$ cat src/rtl/tug_referee.sv
// Tug-of-war referee: arbitrates press pulses, walks the lit LED, scores rounds,
// pauses for a tick-timed hold after each round and ends the match at WIN_SCORE.
module tug_referee #(
    parameter int NUM_LEDS      = 9,
    parameter int CENTER        = 5,
    parameter int WIN_SCORE     = 7,
    parameter int RESTART_TICKS = 4
) (
    input  logic                Clock_i,
    input  logic                Reset_i,
    input  logic                tick_i,
    input  logic                L_i,
    input  logic                R_i,
    output logic [NUM_LEDS-1:0] lights_o,
    output logic [1:0]          winner_o,
    output logic [2:0]          l_score_o,
    output logic [2:0]          r_score_o,
    output logic [6:0]          hex_win_o,
    output logic                game_over_o
);

    localparam int PW = $clog2(NUM_LEDS + 1);
    localparam int CW = $clog2(RESTART_TICKS + 1);

    localparam logic [PW-1:0] POS_CENTER = PW'(CENTER);
    localparam logic [PW-1:0] POS_LEFT   = PW'(NUM_LEDS);
    localparam logic [PW-1:0] POS_RIGHT  = PW'(1);
    localparam logic [CW-1:0] CNT_START  = CW'(RESTART_TICKS);
    localparam logic [CW-1:0] CNT_LAST   = CW'(1);
    localparam logic [2:0]    SCORE_MAX  = 3'(WIN_SCORE);

    localparam logic [1:0] WIN_NONE  = 2'b00;
    localparam logic [1:0] WIN_LEFT  = 2'b01;
    localparam logic [1:0] WIN_RIGHT = 2'b10;

    localparam logic [6:0] HEX_BLANK = 7'b1111111;
    localparam logic [6:0] HEX_ONE   = 7'b1111001;
    localparam logic [6:0] HEX_TWO   = 7'b0100100;

    localparam logic [NUM_LEDS-1:0] LIGHT_LSB = NUM_LEDS'(1);

    typedef enum logic [1:0] {
        PLAY,
        HOLD,
        MATCH_OVER
    } state_t;

    state_t                state_q,     state_d;
    logic [PW-1:0]         pos_q,       pos_d;
    logic [CW-1:0]         cnt_q,       cnt_d;
    logic [1:0]            winner_q,    winner_d;
    logic [2:0]            l_score_q,   l_score_d;
    logic [2:0]            r_score_q,   r_score_d;
    logic [6:0]            hex_q,       hex_d;
    logic [NUM_LEDS-1:0]   lights_q,    lights_d;
    logic                  game_over_q, game_over_d;

    logic                  left_press;
    logic                  right_press;
    logic [2:0]            winner_score;

    // Simultaneous presses cancel, so only a lone press counts as a move.
    assign left_press   = L_i & ~R_i;
    assign right_press  = R_i & ~L_i;
    assign winner_score = (winner_q == WIN_LEFT) ? l_score_q : r_score_q;

    always_comb begin
        state_d   = state_q;
        pos_d     = pos_q;
        cnt_d     = cnt_q;
        winner_d  = winner_q;
        l_score_d = l_score_q;
        r_score_d = r_score_q;
        hex_d     = hex_q;

        case (state_q)
            PLAY: begin
                if (left_press) begin
                    if (pos_q == POS_LEFT) begin
                        state_d  = HOLD;
                        winner_d = WIN_LEFT;
                        hex_d    = HEX_ONE;
                        cnt_d    = CNT_START;
                        if (l_score_q < SCORE_MAX) begin
                            l_score_d = l_score_q + 3'd1;
                        end
                    end else begin
                        pos_d = pos_q + PW'(1);
                    end
                end else if (right_press) begin
                    if (pos_q == POS_RIGHT) begin
                        state_d  = HOLD;
                        winner_d = WIN_RIGHT;
                        hex_d    = HEX_TWO;
                        cnt_d    = CNT_START;
                        if (r_score_q < SCORE_MAX) begin
                            r_score_d = r_score_q + 3'd1;
                        end
                    end else begin
                        pos_d = pos_q - PW'(1);
                    end
                end
            end

            HOLD: begin
                if (tick_i) begin
                    if (cnt_q == CNT_LAST) begin
                        if (winner_score == SCORE_MAX) begin
                            state_d = MATCH_OVER;
                        end else begin
                            state_d  = PLAY;
                            pos_d    = POS_CENTER;
                            winner_d = WIN_NONE;
                            hex_d    = HEX_BLANK;
                        end
                    end else if (cnt_q != '0) begin
                        cnt_d = cnt_q - CW'(1);
                    end
                end
            end

            default: begin
            end
        endcase

        // Outputs are derived from next state so they appear registered alongside it.
        lights_d    = (state_d == PLAY) ? (LIGHT_LSB << (pos_d - PW'(1))) : '0;
        game_over_d = (state_d == MATCH_OVER);
    end

    always_ff @(posedge Clock_i) begin
        if (!Reset_i) begin
            state_q     <= PLAY;
            pos_q       <= POS_CENTER;
            cnt_q       <= '0;
            winner_q    <= WIN_NONE;
            l_score_q   <= '0;
            r_score_q   <= '0;
            hex_q       <= HEX_BLANK;
            lights_q    <= LIGHT_LSB << (POS_CENTER - PW'(1));
            game_over_q <= 1'b0;
        end else begin
            state_q     <= state_d;
            pos_q       <= pos_d;
            cnt_q       <= cnt_d;
            winner_q    <= winner_d;
            l_score_q   <= l_score_d;
            r_score_q   <= r_score_d;
            hex_q       <= hex_d;
            lights_q    <= lights_d;
            game_over_q <= game_over_d;
        end
    end

    assign lights_o    = lights_q;
    assign winner_o    = winner_q;
    assign l_score_o   = l_score_q;
    assign r_score_o   = r_score_q;
    assign hex_win_o   = hex_q;
    assign game_over_o = game_over_q;

endmodule

$ cat config.mk
export PLATFORM = sky130hd
export DESIGN_NAME = tug_referee
export DESIGN_NICKNAME = d
export VERILOG_FILES = /design/src/rtl/tug_referee.sv
export SDC_FILE = /design/constraint.sdc
export NUM_CORES = 1
export LEC_CHECK = 0
export BUFFER_PORTS_ARGS = -buffer_cell sky130_fd_sc_hd__buf_2
export CORE_MARGIN = 3
export CORE_UTILIZATION = 55
export DETAILED_ROUTE_END_ITERATION = 10
export GPL_TIMING_DRIVEN = 1
export HOLD_SLACK_MARGIN = 0.12
export PLACE_DENSITY = 0.75
export SYNTH_ARGS = -nofsm -noshare
export SYNTH_HDL_FRONTEND = slang
export SYNTH_SLANG_ARGS = --single-unit
$ cat constraint.sdc
create_clock -name Clock_i -period 3.1 [get_ports Clock_i]
set_input_delay 0.465 -clock Clock_i [delete_from_list [all_inputs] [get_ports Clock_i]]
set_output_delay 0.465 -clock Clock_i [all_outputs]
set_load 0.03 [all_outputs]
; ---- Yosys cells after proc, flatten, opt, wreduce, memory -nomap -nowiden
; Index checks and enable logic that the tools add are counted.
[word_totals]
in_bits = 5
rom_bits = 0
memories = 0
register_bits = 34
ram_bits = 0
latch_bits = 0
word_cells = 90
[op_classes]
div_mod_pow = 0
eq_ne = 15
add_sub_neg = 6
n_mul = 0
n_bitwise = 5
n_mux = 42
n_lt_le_gt_ge = 2
shift = 1
n_reduce_logical = 9
[ops]
columns = operator, n
row1 = 2-to-1 mux 7 bit, 7
row2 = 2-to-1 mux 2 bit, 14
row3 = 2-to-1 mux 4 bit, 7
row4 = 2-to-1 mux 3 bit, 8
row5 = one-hot mux 7 bit (2 select lines), 1
row6 = AND reduction 7 bit, 2
row7 = "!= test 2 bit, second input constant", 5
row8 = "!= test 3 bit, second input constant", 3
row9 = "left shift 1 x 4 -> 9 bit, first input constant", 1
row10 = one-hot mux 2 bit (2 select lines), 2
row11 = one-hot mux 4 bit (2 select lines), 1
row12 = "subtractor 4 x 1 -> 4 bit, second input constant", 2
row13 = "adder 3 x 1 -> 3 bit, second input constant", 2
row14 = "less-than comparator 3 bit, second input constant", 2
row15 = one-hot mux 3 bit (2 select lines), 1
row16 = 2-to-1 mux 5 bit, 1
row17 = AND reduction 5 bit, 1
row18 = "adder 4 x 1 -> 4 bit, second input constant", 1
row19 = "equality test 2 x 1 -> 1 bit, second input constant", 2
row20 = "equality test 4 x 1 -> 1 bit, second input constant", 1
row21 = "equality test 4 bit, second input constant", 1
row22 = zero test 2 bit, 2
row23 = AND reduction 4 bit, 1
row24 = "equality test 3 x 1 -> 1 bit, second input constant", 1
row25 = other kinds (8), 11

; ---- Depth between registers and ports, before layout
; Gate-level depths: netlist of the first run.
[depth]
ltp_word = 10
ltp_mapped = 9
depth_no_buf = 8

; ---- Worst setup path before layout of the first run
; OpenSTA, ideal clock, no wires.
[synth_timing]
kind = register -> register
from = register pos_q[0]
to = register lights_q[5] (netlist: lights_o[5])
required_time_ns = 3.014
path_slack_ns = 0.876
period_less_slack_ns = 2.224
path_stages_with_launch = 10
t_arrival_ns = 2.138
path_cell_list = dfxtp_1 clkbuf_1 inv_1 ha_1 nand2b_1 a311oi_1 a22oi_1 o21ai_1 or3_1 a211oi_1
[synth_between]
elab_chain_len = 7
word_cells_on_any_way = 21
cone_classes = add/sub: 3 / eq/ne: 2 / shift: 1 / mux: 13 / reduce/logical: 2
[synth_lines]
columns = item, line
row1 = start: declaration, 49  ; logic [PW-1:0] pos_q, pos_d;
row2 = start signal: assignment, 144  ; pos_q <= pos_d;
row3 = subtractor 4 x 1 -> 4 bit / equality test 4 x 1 -> 1 bit (equally long branches), "100, 91"
row4 = 2-to-1 mux 4 bit / 2-to-1 mux 2 bit (equally long branches), 91  ; if (pos_q == POS_RIGHT) begin
row5 = 2-to-1 mux 4 bit / 2-to-1 mux 2 bit (equally long branches), 90  ; end else if (right_press) begin
row6 = 2-to-1 mux 4 bit / 2-to-1 mux 2 bit (equally long branches), 78  ; if (left_press) begin
row7 = one-hot mux 4 bit (2 select lines) / one-hot mux 2 bit (2 select lines) (equally long branches), 76  ; case (state_q)
row8 = subtractor 4 x 1 -> 4 bit / zero test 2 bit (equally long branches), 127  ; lights_d = (state_d == PLAY) ? (LIGHT_LSB << (pos_d - PW'(1))) : '0;
row9 = left shift 1 x 4 -> 9 bit / AND reduction 2 bit (equally long branches), --
row10 = end signal: assignment, 140  ; lights_q <= LIGHT_LSB << (POS_CENTER - PW'(1));
row11 = end signal: assignment, 150  ; lights_q <= lights_d;
row12 = end: declaration, 55  ; logic [NUM_LEDS-1:0] lights_q, lights_d;
; Parallel ways exist; a longest one is shown, timed or not.
; A chain may end at the register's enable or synchronous reset.

; ---- Worst setup path after layout of the first run
[layout_timing]
from = register pos_q[0]
to = register r_score_q[2] (netlist: r_score_o[2])
[layout_between]
elab_chain_len = 2
[layout_lines]
columns = item, line
row1 = equality test 4 x 1 -> 1 bit, 91
row2 = AND reduction 5 bit (no source line), --
row3 = end signal: assignment, 148  ; r_score_q <= r_score_d;
row4 = end: declaration, 53  ; logic [2:0] r_score_q, r_score_d;
; No other way between the ends.

==> results.py, run 1 <==
metrics = {
    "synthesis": {
        "synth.distinct_cells": 46,
        "synth_cells": 199,
        "yosysMostFrequentCell": "dfxtp_1",
        "synth_edf_count": 0,
        "synthTopCellsByArea": "dfxtp_1 36%, ha_1 7.5%, nor2_1 3.8%",
        "synth_top_cell_area_share_pct": 35.85,
        "ys_seq_elements": 30,
        "synth_top_cell_by_area": "dfxtp_1",
        "ys_warn_count": 0,
        "ys_seq_area_share_pct": 35.85,
        "synthArstFlopShare_pct": 0,
        "synth_common_cells": "30 x dfxtp_1, 17 x nor2_1, 16 x nand2_1",
        "syn_nets": 214,
        "netlist_area_sq_um": 1675,
        "avgSynthCellArea_sq_um": 8.419,
        "synth_ff_type": "dfxtp_1",
    },
    "power_and_ir_drop": {
        "ir_drop_mv": 0.3326,
        "switching_share_pct": 29.29,
        "power_uw": 788.0,
        "intPower_uw": 557.2,
        "leakage_nw": 0.8396,
        "pwr-share-comb_pct": 17.1,
        "power.density_nw_per_um2": 429.0,
        "seq_power_share_pct": 52.4,
        "p_clk_share_pct": 30.4,
        "p_switching_uw": 230.8,
    },
    "setup_path": {
        "cp.required_ns": 3.33,
        "crit_chain": "ha_1 -> or4b_1 -> nor3b_1 -> nand3_1 -> xnor2_1 -> and2_1",
        "critPathMaxFanout": 12,
        "start_kind": "register",
        "path_class": "register to register",
        "cp-end-kind": "register",
        "arrival_ns": 2.78,
        "cp_slowest_cell": "nor3b_1",
        "cpPeakStageDelay_ns": 0.61,
    },
    "placement": {
        "hpwl_mm": 2.657,
        "io_buffer_count": 28,
        "gp_congestion": 0.8198,
        "place_ws_ns": 0.5329,
    },
    "routing": {
        "wire_per_inst_microns": 13.57,
        "routed_wl_mm": 3.448,
        "drt_first_iter_violations": 58,
        "first_pass_iters": 4,
        "vias": 1445,
        "vias_per_cell": 5.689,
        "drc": 0,
        "ant_nets": 0,
    },
    "timing": {
        "fin_crit_sh_pct": 82.35,
        "hold_viol": 0,
        "worst_slack_ns": 0.5470,
        "period_needed_ns": 2.553,
        "fmax_ghz": 0.3917,
        "slew_headroom_pct": 53.03,
        "tightest_slew_ns": 0.7030,
        "final_max_slew_viol_count": 0,
        "fin_skew_ns": 0.008274,
        "setup_tns_ns": 0,
        "rsz0062_at_grt": "false",
        "finalSetupViolCount": 0,
    },
    "die": {
        "io_pins": 30,
        "num_rows": 19,
        "dieArea_sq_um": 3744,
        "die_h_microns": 61.19,
        "start_util_pct": 59.22,
        "die_x_microns": 61.19,
        "core_area_sq_um": 2829,
    },
    "flow_run": {
        "maxCapViolations": 0,
    },
    "clock_tree": {
        "clk_pin_slew_worst_paths_ns": 0.09,
        "post_cts_resized": 0,
        "cts_hold_buf": 0,
        "postCtsSetupBuffers": 0,
        "clock-sinks": 30,
        "root_buffer": "clkbuf_4",
        "cts_tree": "built",
        "htreeDepth": 2,
        "clockBufferDepth": 2,
        "numCtsBuffers": 5,
        "clkLatencyLatePin_ns": 0.33,
    },
    "global_route": {
        "grt_pass1_vias": 1299,
        "grt_max_degree": 24,
        "grtUsageTotal_pct": 21.56,
        "antenna_found_initial": 0,
        "grt_pass1_wl_mm": 5.913,
        "grt-ovfl-total": 0,
    },
    "finish": {
        "multiInputGateArea_sq_um": 955.9,
        "antennaDiodeCount": 0,
        "fin_nets": 237,
        "area_growth_pct": 9.634,
        "regArea_sq_um": 600.6,
        "drive_above_1_share_pct": 17.94,
        "fillers": 251,
    },
    "worst_hold_path": {
        "hold_path.class": "input pin to register",
    },
    "outcome": {
        "status": "completed",
    },
}
[metal layers]
metal	track usage [%]	vias to the layer above	share of wire, %
li1	-	733	-
met1	27.97	656	44
met2	33.69	47	48
met3	6.918	9	5.9
met4	7.430	0	1.8
met5	0	-	0
[registers in the layout (all words and copies together), names as in the netlist]
register     flops
lights_o         9
pos_q            4
cnt_q            3
hex_win_o        3
l_score_o        3
r_score_o        3
state_q          2
winner_o         2
game_over_o      1
[worst max-delay path, delay by kind of cell, from the launching register on]
kind	cells	cell delay, ns
flip-flops	1	0.55
adder cells (fa/ha/maj)	1	0.29
AND/OR/NAND/NOR	4	1.45
XOR/XNOR	1	0.15
[worst paths after layout]
check,from,to,slack (ns),depth (start not counted)
worst max register to register,pos_q[0]$_SDFF_PN1_,r_score_o[2]$_SDFFE_PN0P_,0.55,6
worst min register to register,winner_o[0]$_SDFFE_PN0P_,winner_o[0]$_SDFFE_PN0P_,0.51,2
worst min-delay path,Reset_i,hex_win_o[1]$_SDFFE_PN1P_,0.48,2
worst max-delay path,pos_q[0]$_SDFF_PN1_,r_score_o[2]$_SDFFE_PN0P_,0.55,6
[through the flow]
stage / instance area, sq um / hold slack, ns / instances / util [%]
5_1_grt: 1837 / 0.5048 / 254 / 64.93
3_3_place_gp: 1777 / 0.4750 / 246 / 62.80
3_5_place_dp: 1777 / 0.4878 / 246 / 62.80
6_report: 1837 / 0.4837 / 254 / 64.93
2_1_floorplan: 1675 / 0.5833 / 199 / -
4_1_cts: 1837 / 0.4782 / 254 / 64.93
[kinds of logic after synthesis]
family,after synthesis,share of synthesized area (%)
and+or+nand+nor,86,27.33
AOI/OAI and AO/OA,40,16.51
DFF,30,35.85
buffers and inverters,23,7.095
adders and majority gates,10,7.468
xor gates and xnor gates,6,3.585
muxes,3,1.942
other,1,0.2238
[cell usage in the layout (no fill, tap or decap), types with 2 or more instances in the layout]
master,Yosys,layout
xnor2_1,5,5
o211a_1,3,3
o211ai_1,2,2
and2_1,5,5
nor3_1,7,7
nor3b_1,2,2
nand3b_1,5,5
a211oi_1,5,5
and3_1,3,3
ha_1,10,10
o21ai_0,7,7
buf_2,2,28
inv_1,11,11
nor2b_1,4,4
nand2b_1,5,5
clkbuf_4,0,5
nand2_1,16,16
a311oi_1,2,2
o221ai_1,3,3
dfxtp_1,30,30
o21a_1,2,2
or3_1,4,4
o21ai_1,3,3
a21boi_0,3,3
nand4_1,2,2
nand3_1,9,9
a21oi_1,6,6
nor2_1,17,17
[power by group through the flow]
stage	Clock (mW)	Sequential, mW	Combinational (mW)
6_report	0.240	0.413	0.135
5_1_grt	0.261	0.416	0.152
4_1_cts	0.245	0.413	0.135
3_5_place_dp	0	0.422	0.134
3_3_place_gp	0	0.421	0.131
2_1_floorplan	0	0.434	0.0932
[layout make-up]
type,count,area share [%]
multi-input combinational,146,52.04
sequential,30,32.70
timing repair buffer,28,7.629
clock buffer,7,2.997
inverter,11,2.248
tap,31,2.112
clock inverter,1,0.2725
Power figures use the tool's default switching activity.
==> run 2: changes to the inputs <==
==> constraint.sdc (replaced) <==
create_clock -name Clock_i -period 2.38 [get_ports Clock_i]
set_input_delay 0.357 -clock Clock_i [delete_from_list [all_inputs] [get_ports Clock_i]]
set_output_delay 0.357 -clock Clock_i [all_outputs]
set_load 0.03 [all_outputs]
==> results.py, run 2 (synthesis gave the netlist of run 1 again) <==
metrics = {
    "die": {
        "start_util_pct": 59.22,
        "core_area_sq_um": 2829,
        "die_x_microns": 61.19,
        "die_h_microns": 61.19,
        "num_rows": 19,
        "io_pins": 30,
        "dieArea_sq_um": 3744,
    },
    "finish": {
        "regArea_sq_um": 600.6,
        "layout_common_cells": "30 x dfxtp_1, 28 x buf_2, 17 x nor2_1, 16 x nand2_1, 11 x inv_1",
        "drive_above_1_share_pct": 22.84,
        "fin_nets": 247,
        "largest_reg_flops": 9,
        "layoutNonFillerInstCount": 263,
        "antennaDiodeCount": 0,
        "area_growth_pct": 14.34,
        "final_common_cell": "dfxtp_1",
        "multiInputGateArea_sq_um": 972.2,
        "fillers": 242,
        "final_util_pct": 67.71,
    },
    "power_and_ir_drop": {
        "pwr-share-comb_pct": 21.1,
        "seq_power_share_pct": 52.5,
        "p_clk_share_pct": 26.3,
        "p_switching_uw": 302.9,
        "leakage_nw": 0.8875,
        "power.density_nw_per_um2": 529.3,
        "ir_drop_mv": 0.3381,
        "intPower_uw": 711.1,
        "switching_share_pct": 29.88,
        "power_mw": 1.014,
    },
    "setup_path": {
        "crit_start": "pos_q[0]$_SDFF_PN1_",
        "cp_slowest_cell": "dfxtp_1",
        "start_kind": "register",
        "path_delay_family": "compound AO/OA/AOI/OAI gates",
        "arrival_ns": 2.51,
        "cp.required_ns": 2.62,
        "critPathMaxFanout": 6,
        "reg2reg_from": "pos_q[0]$_SDFF_PN1_",
        "crit_chain": "inv_1 -> ha_1 -> nand2b_1 -> a311oi_2 -> a22oi_2 -> buf_4 -> o21ai_0 -> o21ai_0 -> a211oi_1",
        "path_buf_inv": 2,
        "cp-end-kind": "register",
        "cpPeakStageDelay_ns": 0.44,
        "path_class": "register to register",
        "cpMostUsedCell": "o21ai_0",
    },
    "routing": {
        "vias": 1496,
        "drt_first_iter_violations": 72,
        "drc": 0,
        "routed_wl_mm": 3.634,
        "wire_per_inst_microns": 13.82,
        "first_pass_iters": 4,
        "ant_nets": 0,
        "vias_per_cell": 5.688,
    },
    "placement": {
        "hpwl_mm": 2.798,
        "gp_congestion": 0.9241,
        "dp.cells": 254,
        "io_buffer_count": 28,
    },
    "global_route": {
        "grt_pass1_vias": 1369,
        "grtUsageTotal_pct": 21.23,
        "grt_max_degree": 24,
        "grt-ovfl-total": 0,
        "grt_pass1_wl_mm": 5.858,
        "antenna_found_initial": 0,
    },
    "timing": {
        "hold_viol": 0,
        "fin_crit_sh_pct": 95.36,
        "fmax_ghz": 0.4406,
        "period_needed_ns": 2.270,
        "final_max_slew_viol_count": 0,
        "finalSetupViolCount": 0,
        "fin_skew_ns": 0.005193,
    },
    "flow_run": {
        "maxCapViolations": 0,
    },
    "clock_tree": {
        "clock-sinks": 30,
        "clkLatencyLatePin_ns": 0.32,
        "htreeDepth": 2,
        "numCtsBuffers": 5,
        "clk_pin_slew_worst_paths_ns": 0.09,
        "cts_tree": "built",
        "clockBufferDepth": 2,
        "root_buffer": "clkbuf_4",
    },
    "outcome": {
        "status": "completed",
    },
    "worst_hold_path": {
        "hold_path.class": "input pin to register",
        "holdCritStartpoint": "Reset_i",
    },
}
run 2: routing by layer:
metal  wire length (microns)  GRT usage (%)
met5                       0              0
met4                      48          8.359
met3                     134          6.080
met2                    1834          35.05
met1                    1616          25.99
run 2: final timing paths:
kind	endpoint	slack, ns	cells past startpoint
setup reg to reg	lights_o[5]$_SDFF_PP0_	0.11	9
hold reg to reg	winner_o[0]$_SDFFE_PN0P_	0.49	2
hold / removal	hex_win_o[2]$_SDFFE_PN1P_	0.38	2
setup / recovery	lights_o[5]$_SDFF_PP0_	0.11	9
run 2: area by class of cell:
| cell class | count | area share (%) |
|---|---|---|
| Clock buffer | 5 | 1.960 |
| Multi-Input combinational cell | 146 | 50.75 |
| Tap cell | 31 | 2.025 |
| Inverter | 11 | 2.155 |
| Clock inverter | 2 | 0.5225 |
| Timing Repair Buffer | 38 | 11.23 |
| Sequential cell | 30 | 31.35 |
run 2: metrics by stage:
step | setup TNS (ns) | hold WS (ns) | cell area, sq um | worst slack (ns)
CTS | 0 | 0.3701 | 1884 | 0.06468
floorplan | 0 | 0.4891 | 1675 | 0.1561
global route | -0.08963 | 0.3911 | 1916 | -0.06982
detailed placement | -0.1298 | 0.4802 | 1837 | -0.07255
global placement | -0.006427 | 0.4720 | 1837 | -0.003733
finish | 0 | 0.3790 | 1916 | 0.1104
run 2: power by group through the flow:
stage | clock, mW | sequential, mW | combinational, mW
final | 0.267 | 0.533 | 0.214
after CTS | 0.276 | 0.532 | 0.199
after global routing | 0.296 | 0.535 | 0.236
after floorplan | 0 | 0.565 | 0.121
after detailed placement | 0 | 0.544 | 0.198
after global placement | 0 | 0.543 | 0.194
run 2: timing repair:
action / 4_1_cts / 5_1_grt
hold endpoints to repair: 0 / 0
endpoints found under the setup margin: 0 / 5
hold buffers: 0 / 0
buffers inserted: 0 / 2
gates resized for setup: 0 / 3
